===== src/rtl/dual_issue_scheduler_pkg.sv =====
// Shared definitions for the dual-issue decode controller: FSM encoding,
// branch-forward select codes and register-zero helpers.
package dual_issue_scheduler_pkg;

  typedef enum logic {
    PAIR  = 1'b0,
    SLOT1 = 1'b1
  } issue_state_e;

  typedef logic [1:0] fwd_sel_t;

  localparam fwd_sel_t FWD_RF = 2'b00;
  localparam fwd_sel_t FWD_M0 = 2'b01;
  localparam fwd_sel_t FWD_M1 = 2'b10;

  localparam logic [4:0] REG_ZERO = 5'd0;

  // $0 is hard-wired, so it never creates a dependency.
  function automatic logic reg_match(input logic [4:0] a, input logic [4:0] b);
    return (a != REG_ZERO) && (a == b);
  endfunction

endpackage


===== src/rtl/dual_issue_scheduler_if.sv =====
// Decode-side bundle for the scheduler: pair description, E/M hazard info in,
// issue/stall/forward controls and performance counters out.
interface dual_issue_scheduler_if #(parameter int CNT_W = 32);
  logic       valid_d, redirect_d;
  logic [4:0] rs_d_0, rt_d_0, dst_d_0, rs_d_1, rt_d_1, dst_d_1;
  logic       regwrite_d_0, memop_d_0, ctrl_d_0;
  logic       regwrite_d_1, memop_d_1, ctrl_d_1;
  logic [4:0] dst_e_0, dst_e_1;
  logic       memread_e_0, regwrite_e_0, memread_e_1, regwrite_e_1;
  logic [4:0] writeReg_m_0, writeReg_m_1;
  logic       regWrite_m_0, regWrite_m_1;

  logic       issue_0, issue_1, stall_d, bubble_e;
  logic [1:0] forwarda_d_0, forwardb_d_0, forwarda_d_1, forwardb_d_1;
  logic [CNT_W-1:0] cnt_pair, cnt_split, cnt_stall;

  // Control is purely combinational in the decode cycle; there is no
  // valid/ready handshake -- stall_d is the only back-pressure to fetch/decode.
  modport master (
    output valid_d, redirect_d, rs_d_0, rt_d_0, dst_d_0, rs_d_1, rt_d_1, dst_d_1,
           regwrite_d_0, memop_d_0, ctrl_d_0, regwrite_d_1, memop_d_1, ctrl_d_1,
           dst_e_0, dst_e_1, memread_e_0, regwrite_e_0, memread_e_1, regwrite_e_1,
           writeReg_m_0, writeReg_m_1, regWrite_m_0, regWrite_m_1,
    input  issue_0, issue_1, stall_d, bubble_e,
           forwarda_d_0, forwardb_d_0, forwarda_d_1, forwardb_d_1,
           cnt_pair, cnt_split, cnt_stall
  );

  modport slave (
    input  valid_d, redirect_d, rs_d_0, rt_d_0, dst_d_0, rs_d_1, rt_d_1, dst_d_1,
           regwrite_d_0, memop_d_0, ctrl_d_0, regwrite_d_1, memop_d_1, ctrl_d_1,
           dst_e_0, dst_e_1, memread_e_0, regwrite_e_0, memread_e_1, regwrite_e_1,
           writeReg_m_0, writeReg_m_1, regWrite_m_0, regWrite_m_1,
    output issue_0, issue_1, stall_d, bubble_e,
           forwarda_d_0, forwardb_d_0, forwarda_d_1, forwardb_d_1,
           cnt_pair, cnt_split, cnt_stall
  );
endinterface


===== src/rtl/dual_issue_scheduler_fwd_sel.sv =====
// Branch-compare operand select for one decode source register.
module branch_fwd_sel
  import dual_issue_scheduler_pkg::*;
(
  input  logic [4:0] src_i,
  input  logic [4:0] wreg_m0_i,
  input  logic       wen_m0_i,
  input  logic [4:0] wreg_m1_i,
  input  logic       wen_m1_i,
  output fwd_sel_t   sel_o
);
  // M1 is checked first: slot 1 is younger, so its value is the newest.
  always_comb begin
    sel_o = FWD_RF;
    if (wen_m1_i && reg_match(src_i, wreg_m1_i))      sel_o = FWD_M1;
    else if (wen_m0_i && reg_match(src_i, wreg_m0_i)) sel_o = FWD_M0;
  end
endmodule


===== src/rtl/dual_issue_scheduler.sv =====
// Two-wide issue controller: pair/split/stall decision, branch forward selects
// and saturating issue performance counters.
module dual_issue_scheduler
  import dual_issue_scheduler_pkg::*;
#(
  parameter int CNT_W = 32
) (
  input  logic         clk,
  input  logic         reset,
  dual_issue_scheduler_if.slave dif,
  output issue_state_e state_o
);
  issue_state_e     state_q, state_d;
  logic [CNT_W-1:0] cnt_pair_q, cnt_pair_d, cnt_split_q, cnt_split_d;
  logic [CNT_W-1:0] cnt_stall_q, cnt_stall_d;
  logic             lu_0, lu_1, split_pair;
  logic             issue_0, issue_1, stall_d, bubble_e;

  function automatic logic load_use(input logic [4:0] rs, input logic [4:0] rt,
                                    input logic [4:0] de, input logic mr, input logic rw);
    return mr && rw && (reg_match(rs, de) || reg_match(rt, de));
  endfunction

  assign lu_0 = load_use(dif.rs_d_0, dif.rt_d_0, dif.dst_e_0, dif.memread_e_0, dif.regwrite_e_0)
             || load_use(dif.rs_d_0, dif.rt_d_0, dif.dst_e_1, dif.memread_e_1, dif.regwrite_e_1);
  assign lu_1 = load_use(dif.rs_d_1, dif.rt_d_1, dif.dst_e_0, dif.memread_e_0, dif.regwrite_e_0)
             || load_use(dif.rs_d_1, dif.rt_d_1, dif.dst_e_1, dif.memread_e_1, dif.regwrite_e_1);

  // A branch in slot 0 is deliberately absent: its delay slot pairs with it.
  assign split_pair =
      (dif.regwrite_d_0 && (reg_match(dif.rs_d_1, dif.dst_d_0) || reg_match(dif.rt_d_1, dif.dst_d_0)))
   || (dif.regwrite_d_0 && dif.regwrite_d_1 && reg_match(dif.dst_d_0, dif.dst_d_1))
   || (dif.memop_d_0 && dif.memop_d_1)
   || dif.ctrl_d_1;

  always_comb begin
    state_d  = state_q;
    issue_0  = 1'b0;
    issue_1  = 1'b0;
    stall_d  = 1'b0;
    bubble_e = 1'b0;
    case (state_q)
      PAIR: begin
        if (dif.redirect_d) begin
          issue_0 = 1'b1;
          issue_1 = 1'b1;
        end else if (!dif.valid_d) begin
          state_d = PAIR;
        end else if (lu_0) begin
          stall_d  = 1'b1;
          bubble_e = 1'b1;
        end else if (!split_pair && !lu_1) begin
          issue_0 = 1'b1;
          issue_1 = 1'b1;
        end else begin
          issue_0 = 1'b1;
          stall_d = 1'b1;
          state_d = SLOT1;
        end
      end
      SLOT1: begin
        if (!dif.redirect_d && lu_1) begin
          stall_d  = 1'b1;
          bubble_e = 1'b1;
        end else begin
          issue_1 = 1'b1;
          state_d = PAIR;
        end
      end
    endcase
  end

  always_comb begin
    cnt_pair_d  = cnt_pair_q;
    cnt_split_d = cnt_split_q;
    cnt_stall_d = cnt_stall_q;
    if (issue_0 && issue_1 && cnt_pair_q != '1)                    cnt_pair_d  = cnt_pair_q + 1'b1;
    if (state_q == PAIR && state_d == SLOT1 && cnt_split_q != '1) cnt_split_d = cnt_split_q + 1'b1;
    if (bubble_e && cnt_stall_q != '1)                             cnt_stall_d = cnt_stall_q + 1'b1;
  end

  always_ff @(posedge clk or posedge reset) begin
    if (reset) begin
      state_q     <= PAIR;
      cnt_pair_q  <= '0;
      cnt_split_q <= '0;
      cnt_stall_q <= '0;
    end else begin
      state_q     <= state_d;
      cnt_pair_q  <= cnt_pair_d;
      cnt_split_q <= cnt_split_d;
      cnt_stall_q <= cnt_stall_d;
    end
  end

  branch_fwd_sel u_fa0 (.src_i(dif.rs_d_0), .wreg_m0_i(dif.writeReg_m_0), .wen_m0_i(dif.regWrite_m_0),
                        .wreg_m1_i(dif.writeReg_m_1), .wen_m1_i(dif.regWrite_m_1), .sel_o(dif.forwarda_d_0));
  branch_fwd_sel u_fb0 (.src_i(dif.rt_d_0), .wreg_m0_i(dif.writeReg_m_0), .wen_m0_i(dif.regWrite_m_0),
                        .wreg_m1_i(dif.writeReg_m_1), .wen_m1_i(dif.regWrite_m_1), .sel_o(dif.forwardb_d_0));
  branch_fwd_sel u_fa1 (.src_i(dif.rs_d_1), .wreg_m0_i(dif.writeReg_m_0), .wen_m0_i(dif.regWrite_m_0),
                        .wreg_m1_i(dif.writeReg_m_1), .wen_m1_i(dif.regWrite_m_1), .sel_o(dif.forwarda_d_1));
  branch_fwd_sel u_fb1 (.src_i(dif.rt_d_1), .wreg_m0_i(dif.writeReg_m_0), .wen_m0_i(dif.regWrite_m_0),
                        .wreg_m1_i(dif.writeReg_m_1), .wen_m1_i(dif.regWrite_m_1), .sel_o(dif.forwardb_d_1));

  assign dif.issue_0   = issue_0;
  assign dif.issue_1   = issue_1;
  assign dif.stall_d   = stall_d;
  assign dif.bubble_e  = bubble_e;
  assign dif.cnt_pair  = cnt_pair_q;
  assign dif.cnt_split = cnt_split_q;
  assign dif.cnt_stall = cnt_stall_q;
  assign state_o       = state_q;
endmodule


===== src/flat_wrapper.sv =====
// flat-port wrapper written by rule: the top's interface ports become plain ports
module dual_issue_scheduler_flat import dual_issue_scheduler_pkg::*;
#(
  parameter int CNT_W = 32
)
  (clk, reset, state_o, dif_valid_d, dif_redirect_d, dif_rs_d_0, dif_rt_d_0, dif_dst_d_0, dif_rs_d_1, dif_rt_d_1, dif_dst_d_1, dif_regwrite_d_0, dif_memop_d_0, dif_ctrl_d_0, dif_regwrite_d_1, dif_memop_d_1, dif_ctrl_d_1, dif_dst_e_0, dif_dst_e_1, dif_memread_e_0, dif_regwrite_e_0, dif_memread_e_1, dif_regwrite_e_1, dif_writeReg_m_0, dif_writeReg_m_1, dif_regWrite_m_0, dif_regWrite_m_1, dif_issue_0, dif_issue_1, dif_stall_d, dif_bubble_e, dif_forwarda_d_0, dif_forwardb_d_0, dif_forwarda_d_1, dif_forwardb_d_1, dif_cnt_pair, dif_cnt_split, dif_cnt_stall);
  dual_issue_scheduler_if #(.CNT_W(CNT_W)) dif_i ();
  input  logic clk;
  input  logic reset;
  output issue_state_e state_o;
  input wire logic [$bits(dif_i.valid_d)-1:0] dif_valid_d;
  input wire logic [$bits(dif_i.redirect_d)-1:0] dif_redirect_d;
  input wire logic [$bits(dif_i.rs_d_0)-1:0] dif_rs_d_0;
  input wire logic [$bits(dif_i.rt_d_0)-1:0] dif_rt_d_0;
  input wire logic [$bits(dif_i.dst_d_0)-1:0] dif_dst_d_0;
  input wire logic [$bits(dif_i.rs_d_1)-1:0] dif_rs_d_1;
  input wire logic [$bits(dif_i.rt_d_1)-1:0] dif_rt_d_1;
  input wire logic [$bits(dif_i.dst_d_1)-1:0] dif_dst_d_1;
  input wire logic [$bits(dif_i.regwrite_d_0)-1:0] dif_regwrite_d_0;
  input wire logic [$bits(dif_i.memop_d_0)-1:0] dif_memop_d_0;
  input wire logic [$bits(dif_i.ctrl_d_0)-1:0] dif_ctrl_d_0;
  input wire logic [$bits(dif_i.regwrite_d_1)-1:0] dif_regwrite_d_1;
  input wire logic [$bits(dif_i.memop_d_1)-1:0] dif_memop_d_1;
  input wire logic [$bits(dif_i.ctrl_d_1)-1:0] dif_ctrl_d_1;
  input wire logic [$bits(dif_i.dst_e_0)-1:0] dif_dst_e_0;
  input wire logic [$bits(dif_i.dst_e_1)-1:0] dif_dst_e_1;
  input wire logic [$bits(dif_i.memread_e_0)-1:0] dif_memread_e_0;
  input wire logic [$bits(dif_i.regwrite_e_0)-1:0] dif_regwrite_e_0;
  input wire logic [$bits(dif_i.memread_e_1)-1:0] dif_memread_e_1;
  input wire logic [$bits(dif_i.regwrite_e_1)-1:0] dif_regwrite_e_1;
  input wire logic [$bits(dif_i.writeReg_m_0)-1:0] dif_writeReg_m_0;
  input wire logic [$bits(dif_i.writeReg_m_1)-1:0] dif_writeReg_m_1;
  input wire logic [$bits(dif_i.regWrite_m_0)-1:0] dif_regWrite_m_0;
  input wire logic [$bits(dif_i.regWrite_m_1)-1:0] dif_regWrite_m_1;
  output wire logic [$bits(dif_i.issue_0)-1:0] dif_issue_0;
  output wire logic [$bits(dif_i.issue_1)-1:0] dif_issue_1;
  output wire logic [$bits(dif_i.stall_d)-1:0] dif_stall_d;
  output wire logic [$bits(dif_i.bubble_e)-1:0] dif_bubble_e;
  output wire logic [$bits(dif_i.forwarda_d_0)-1:0] dif_forwarda_d_0;
  output wire logic [$bits(dif_i.forwardb_d_0)-1:0] dif_forwardb_d_0;
  output wire logic [$bits(dif_i.forwarda_d_1)-1:0] dif_forwarda_d_1;
  output wire logic [$bits(dif_i.forwardb_d_1)-1:0] dif_forwardb_d_1;
  output wire logic [$bits(dif_i.cnt_pair)-1:0] dif_cnt_pair;
  output wire logic [$bits(dif_i.cnt_split)-1:0] dif_cnt_split;
  output wire logic [$bits(dif_i.cnt_stall)-1:0] dif_cnt_stall;
  assign dif_i.valid_d = dif_valid_d;
  assign dif_i.redirect_d = dif_redirect_d;
  assign dif_i.rs_d_0 = dif_rs_d_0;
  assign dif_i.rt_d_0 = dif_rt_d_0;
  assign dif_i.dst_d_0 = dif_dst_d_0;
  assign dif_i.rs_d_1 = dif_rs_d_1;
  assign dif_i.rt_d_1 = dif_rt_d_1;
  assign dif_i.dst_d_1 = dif_dst_d_1;
  assign dif_i.regwrite_d_0 = dif_regwrite_d_0;
  assign dif_i.memop_d_0 = dif_memop_d_0;
  assign dif_i.ctrl_d_0 = dif_ctrl_d_0;
  assign dif_i.regwrite_d_1 = dif_regwrite_d_1;
  assign dif_i.memop_d_1 = dif_memop_d_1;
  assign dif_i.ctrl_d_1 = dif_ctrl_d_1;
  assign dif_i.dst_e_0 = dif_dst_e_0;
  assign dif_i.dst_e_1 = dif_dst_e_1;
  assign dif_i.memread_e_0 = dif_memread_e_0;
  assign dif_i.regwrite_e_0 = dif_regwrite_e_0;
  assign dif_i.memread_e_1 = dif_memread_e_1;
  assign dif_i.regwrite_e_1 = dif_regwrite_e_1;
  assign dif_i.writeReg_m_0 = dif_writeReg_m_0;
  assign dif_i.writeReg_m_1 = dif_writeReg_m_1;
  assign dif_i.regWrite_m_0 = dif_regWrite_m_0;
  assign dif_i.regWrite_m_1 = dif_regWrite_m_1;
  assign dif_issue_0 = dif_i.issue_0;
  assign dif_issue_1 = dif_i.issue_1;
  assign dif_stall_d = dif_i.stall_d;
  assign dif_bubble_e = dif_i.bubble_e;
  assign dif_forwarda_d_0 = dif_i.forwarda_d_0;
  assign dif_forwardb_d_0 = dif_i.forwardb_d_0;
  assign dif_forwarda_d_1 = dif_i.forwarda_d_1;
  assign dif_forwardb_d_1 = dif_i.forwardb_d_1;
  assign dif_cnt_pair = dif_i.cnt_pair;
  assign dif_cnt_split = dif_i.cnt_split;
  assign dif_cnt_stall = dif_i.cnt_stall;
  dual_issue_scheduler #(.CNT_W(CNT_W)) u_core (.clk(clk), .reset(reset), .dif(dif_i), .state_o(state_o));
endmodule

===== config.mk =====
export PLATFORM = sky130hd
export DESIGN_NAME = dual_issue_scheduler_flat
export DESIGN_NICKNAME = d
export VERILOG_FILES = /design/src/rtl/dual_issue_scheduler_pkg.sv /design/src/rtl/dual_issue_scheduler_if.sv /design/src/rtl/dual_issue_scheduler_fwd_sel.sv /design/src/rtl/dual_issue_scheduler.sv /design/src/flat_wrapper.sv
export SDC_FILE = /design/constraint.sdc
export NUM_CORES = 1
export LEC_CHECK = 0
export ABC_CLOCK_PERIOD_IN_PS = 2900
export CAP_MARGIN = 20
export CORE_ASPECT_RATIO = 0.75
export CORE_MARGIN = 1.5
export CORE_UTILIZATION = 44
export DETAILED_ROUTE_END_ITERATION = 16
export GPL_TIMING_DRIVEN = 0
export MAX_ROUTING_LAYER = met4
export PLACE_DENSITY = 0.77
export SYNTH_ARGS = -nofsm -noshare
export SYNTH_HDL_FRONTEND = slang
export SYNTH_SLANG_ARGS = --single-unit

===== constraint.sdc =====
create_clock -name clk -period 2.9 [get_ports clk]
set_clock_uncertainty 0.05 [all_clocks]
set_input_delay 0.435 -clock clk [delete_from_list [all_inputs] [get_ports clk]]
set_output_delay 0.435 -clock clk [all_outputs]
set_load 0.02 [all_outputs]

==> impl_metrics.env <==
export IMPL_synth_cell_types=45
export IMPL_synth_fp_nets=728
export IMPL_antenna_found_initial=0
export IMPL_busiest_layer="met2"
export IMPL_port_buffers=141
export IMPL_place_congestion=1.006
export IMPL_first_iter_violations=551
export IMPL_die_h_um=106.1
export IMPL_critical_path_slowest_cell="or4_4"
export IMPL_reg2reg_depth=8
export IMPL_fin_crit_sh=0.9960
export IMPL_synth_xor_area_frac=0.2627
export IMPL_clk_pin_slew_ns=0.06
export IMPL_r2r_start="u_core.dif.cnt_pair[7]$_DFFE_PP0P_"
export IMPL_synth_edff_count=0
export IMPL_syn_area_um2=6233
export IMPL_start_kind="input port"
export IMPL_die_area_um2=14900
export IMPL_grt_usage=0.2465
export IMPL_cts_max_path_buffers=2
export IMPL_root_buffer="clkbuf_16"
export IMPL_synthCells=659
export IMPL_crit_path_cell_trace="clkbuf_1 -> or4_4 -> nor2_2 -> nor4_2 -> o211ai_2 -> a21oi_1 -> o21a_2 -> buf_6 -> buf_2"
export IMPL_synthSimpleGateAreaFrac=0.2565
export IMPL_cap_violations=0
export IMPL_syn_area_per_cell_um2=9.459
export IMPL_vias=5463
export IMPL_met2_usage=0.3628
export IMPL_detail_route_antenna_nets=0
export IMPL_synth_flop_cell="dfrtp_1"
export IMPL_grt_pass1_wl_um=28030
export IMPL_fin_nets=887
export IMPL_ctsHoldBuffers=0
export IMPL_grt_max_degree=37
export IMPL_ys_seq_area_frac=0.3894
export IMPL_clk_insertion_delay_late_ns=0.33
export IMPL_synth_top_family_by_area="XOR/XNOR gates"
export IMPL_status="finished clean"
export IMPL_power_density_nw_per_um2=462.2
export IMPL_fmax_ghz=0.3462
export IMPL_grt_pass1_vias=5235
export IMPL_core_area_um2=13800
export IMPL_hold_path_class="reg2reg"
export IMPL_pre_cts_ws_ns=-0.8819
export IMPL_met1_usage=0.3543
export IMPL_gr_total_overflow=0
export IMPL_place_hpwl_um=13400
export IMPL_cts_sinks=97
export IMPL_rows=37
export IMPL_max_slew_margin=0.4352
export IMPL_worstPathMaxFanout=10
export IMPL_drc_errors=0
export IMPL_synth_area_mux_share=0.005420
export IMPL_fp_dieW_um=140.4
export IMPL_worstHoldStart="u_core.dif.cnt_pair[27]$_DFFE_PP0P_"
export IMPL_avgViaCountPerCell=5.479
export IMPL_yosys_warnings=0
export IMPL_vdd_drop_max_uv=486.7
export IMPL_r2r_end="u_core.dif.cnt_pair[1]$_DFFE_PP0P_"
export IMPL_setup_viol_count_final=0
export IMPL_worstMarginPinSlew_ns=0.8455
export IMPL_dr_pass1_iters=6
export IMPL_drive_above_1_share=0.1034
export IMPL_finalMaxSlewViolations=0
export IMPL_globalRouteMet3Util=0.05360
export IMPL_drt_wl_total_um=17670
export IMPL_report_final_hold_viol_count=0
export IMPL_start_util=0.4518
export IMPL_cts_htree_levels=3
export IMPL_power_mw=3.854
export IMPL_synthArstFlopShare=1.000
export IMPL_synth_fa_ha_area_frac=0.006022
export IMPL_critPathMaxStageDelay_ns=0.55
export IMPL_cp_end_kind="primary output"
export IMPL_hold_depth=1
export IMPL_detail_route_wl_per_cell_um=17.72
export IMPL_tritoncts="built"
export IMPL_area_growth_pct=33.78
export IMPL_numCtsBuffers=9
export IMPL_finalSetupTns_ns=0
export IMPL_grt_setup_unrepaired="true"
export IMPL_insertedDiodeCount=0
export IMPL_hold_end="u_core.dif.cnt_pair[27]$_DFFE_PP0P_"
export IMPL_arrival_ns=2.40
export IMPL_ys_ff_latch=97
export IMPL_required_ns=2.41
export IMPL_finalCriticalPeriod_ns=2.888
export IMPL_io_pins=175
export IMPL_p_leak_nw=3.508
export IMPL_timing_final_ws_setup_ns=0.01171
export IMPL_path_class="in2out"
export IMPL_synth_compound_area_share=0.03332
export IMPL_reg2reg_slack_ns=0.18
## layer usage
layer	wire, um	up-vias	share of wire
met5	0	-	0
met4	106	0	0.0060
met1	8386	2645	0.47
met2	7838	209	0.44
li1	-	2599	-
met3	1334	10	0.076
## report_power, final
part,internal (mW),switching [mW]
registers,1.45,0.146
clock network,0.839,0.499
logic,0.421,0.501
## critical path: cells and delay by family
| family | cells | cell delay [ns] |
|---|---|---|
| buffers and inverters | 3 | 0.52 |
| AND/OR/NAND/NOR | 3 | 0.91 |
| AO/OA/AOI/OAI | 3 | 0.54 |
## cell families (layout without fill, tap and decap cells)
| group | Yosys count | in the layout |
|---|---|---|
| xor gates and xnor gates | 187 | 187 |
| and+or+nand+nor | 279 | 279 |
| adders and majority gates | 3 | 3 |
| DFF | 97 | 97 |
| AOI/OAI and AO/OA | 24 | 24 |
| muxes | 3 | 3 |
| buffers and inverters | 66 | 229 |
## cell usage in the layout (no fill, tap or decap), types with 2 or more instances in the layout
cell	count
clkdlybuf4s50_1	129
xnor2_1	110
dfrtp_1	97
xor2_1	77
nand3_1	51
nand4_1	42
nand2_1	34
nor2_1	33
clkbuf_1	29
nor3_1	27
and3_1	21
nor4_1	19
inv_1	16
buf_2	13
nor4_2	10
nor3_2	9
clkbuf_16	9
and4_1	8
and2_1	8
dlygate4sd2_1	6
buf_4	6
buf_6	5
or4_4	4
clkbuf_2	4
o211ai_2	3
o211ai_1	3
a21oi_1	3
clkinvlp_4	3
ha_1	3
bufinv_16	3
nor2_2	2
nor2_4	2
a31oi_1	2
a32oi_1	2
or3_1	2
buf_1	2
a211oi_1	2
mux2_2	2
buf_12	2
dlymetal6s2s_1	2
## state kept, by name (all words and copies together) (netlist names)
register and flops:
u_core.dif.cnt_stall 32, u_core.dif.cnt_split 32, u_core.dif.cnt_pair 32, u_core.state_o 1
## cell type report
class	count	area, um^2
buffer	49	239.0
clock buffer	10	229.0
clock inverter	5	105.1
fill	1147	5456
inverter	17	67.56
multi-input combinational	496	3583
sequential	97	2427
tap	175	219.0
timing repair buffer	148	1469
## cell usage after synthesis, types with 9 or more instances
master | instances | area share
buf_2 | 10 | 0.0080
clkbuf_1 | 31 | 0.019
nand2_1 | 34 | 0.020
inv_1 | 17 | 0.010
xor2_1 | 77 | 0.11
xnor2_1 | 110 | 0.15
nor4_1 | 24 | 0.024
dfrtp_1 | 97 | 0.39
nor3_2 | 9 | 0.014
nand3_1 | 51 | 0.041
nor2_1 | 37 | 0.022
nor3_1 | 27 | 0.022
and3_1 | 21 | 0.021
nand4_1 | 42 | 0.042
## per-stage QoR
| step | utilization | cell area (um^2) | hold WS, ns | std cells |
|---|---|---|---|---|
| after floorplan | - | 6237 | 0.4518 | 659 |
| after global placement | 0.5703 | 7868 | 0.4260 | 975 |
| after detailed placement | 0.5732 | 7908 | 0.4354 | 977 |
| after CTS | 0.6012 | 8294 | 0.4440 | 995 |
| after global routing | 0.6045 | 8339 | 0.4725 | 997 |
| final | 0.6045 | 8339 | 0.4419 | 997 |
## how the worst max path moves through the flow
| stage | slack (ns) | cells past startpoint | from | end |
|---|---|---|---|---|
| global route | -0.08 | 10 | dif_rs_d_0[0] | dif_bubble_e |
| floorplan | 0.05 | 8 | dif_rs_d_0[0] | dif_issue_1 |
| finish | 0.01 | 9 | dif_rt_d_1[2] | dif_bubble_e |
| global placement | -0.89 | 9 | dif_dst_e_0[1] | dif_bubble_e |
| detailed placement | -0.88 | 9 | dif_dst_e_0[1] | dif_bubble_e |
| CTS | -0.03 | 10 | dif_rs_d_0[0] | dif_bubble_e |
## repair_timing
action                     4_1_cts  5_1_grt
buffers inserted                 3        2
setup endpoints to repair       45       24
gates resized for setup         35       18
pin swaps                        6        7
Note: power is estimated with default switching activity, not from simulation.
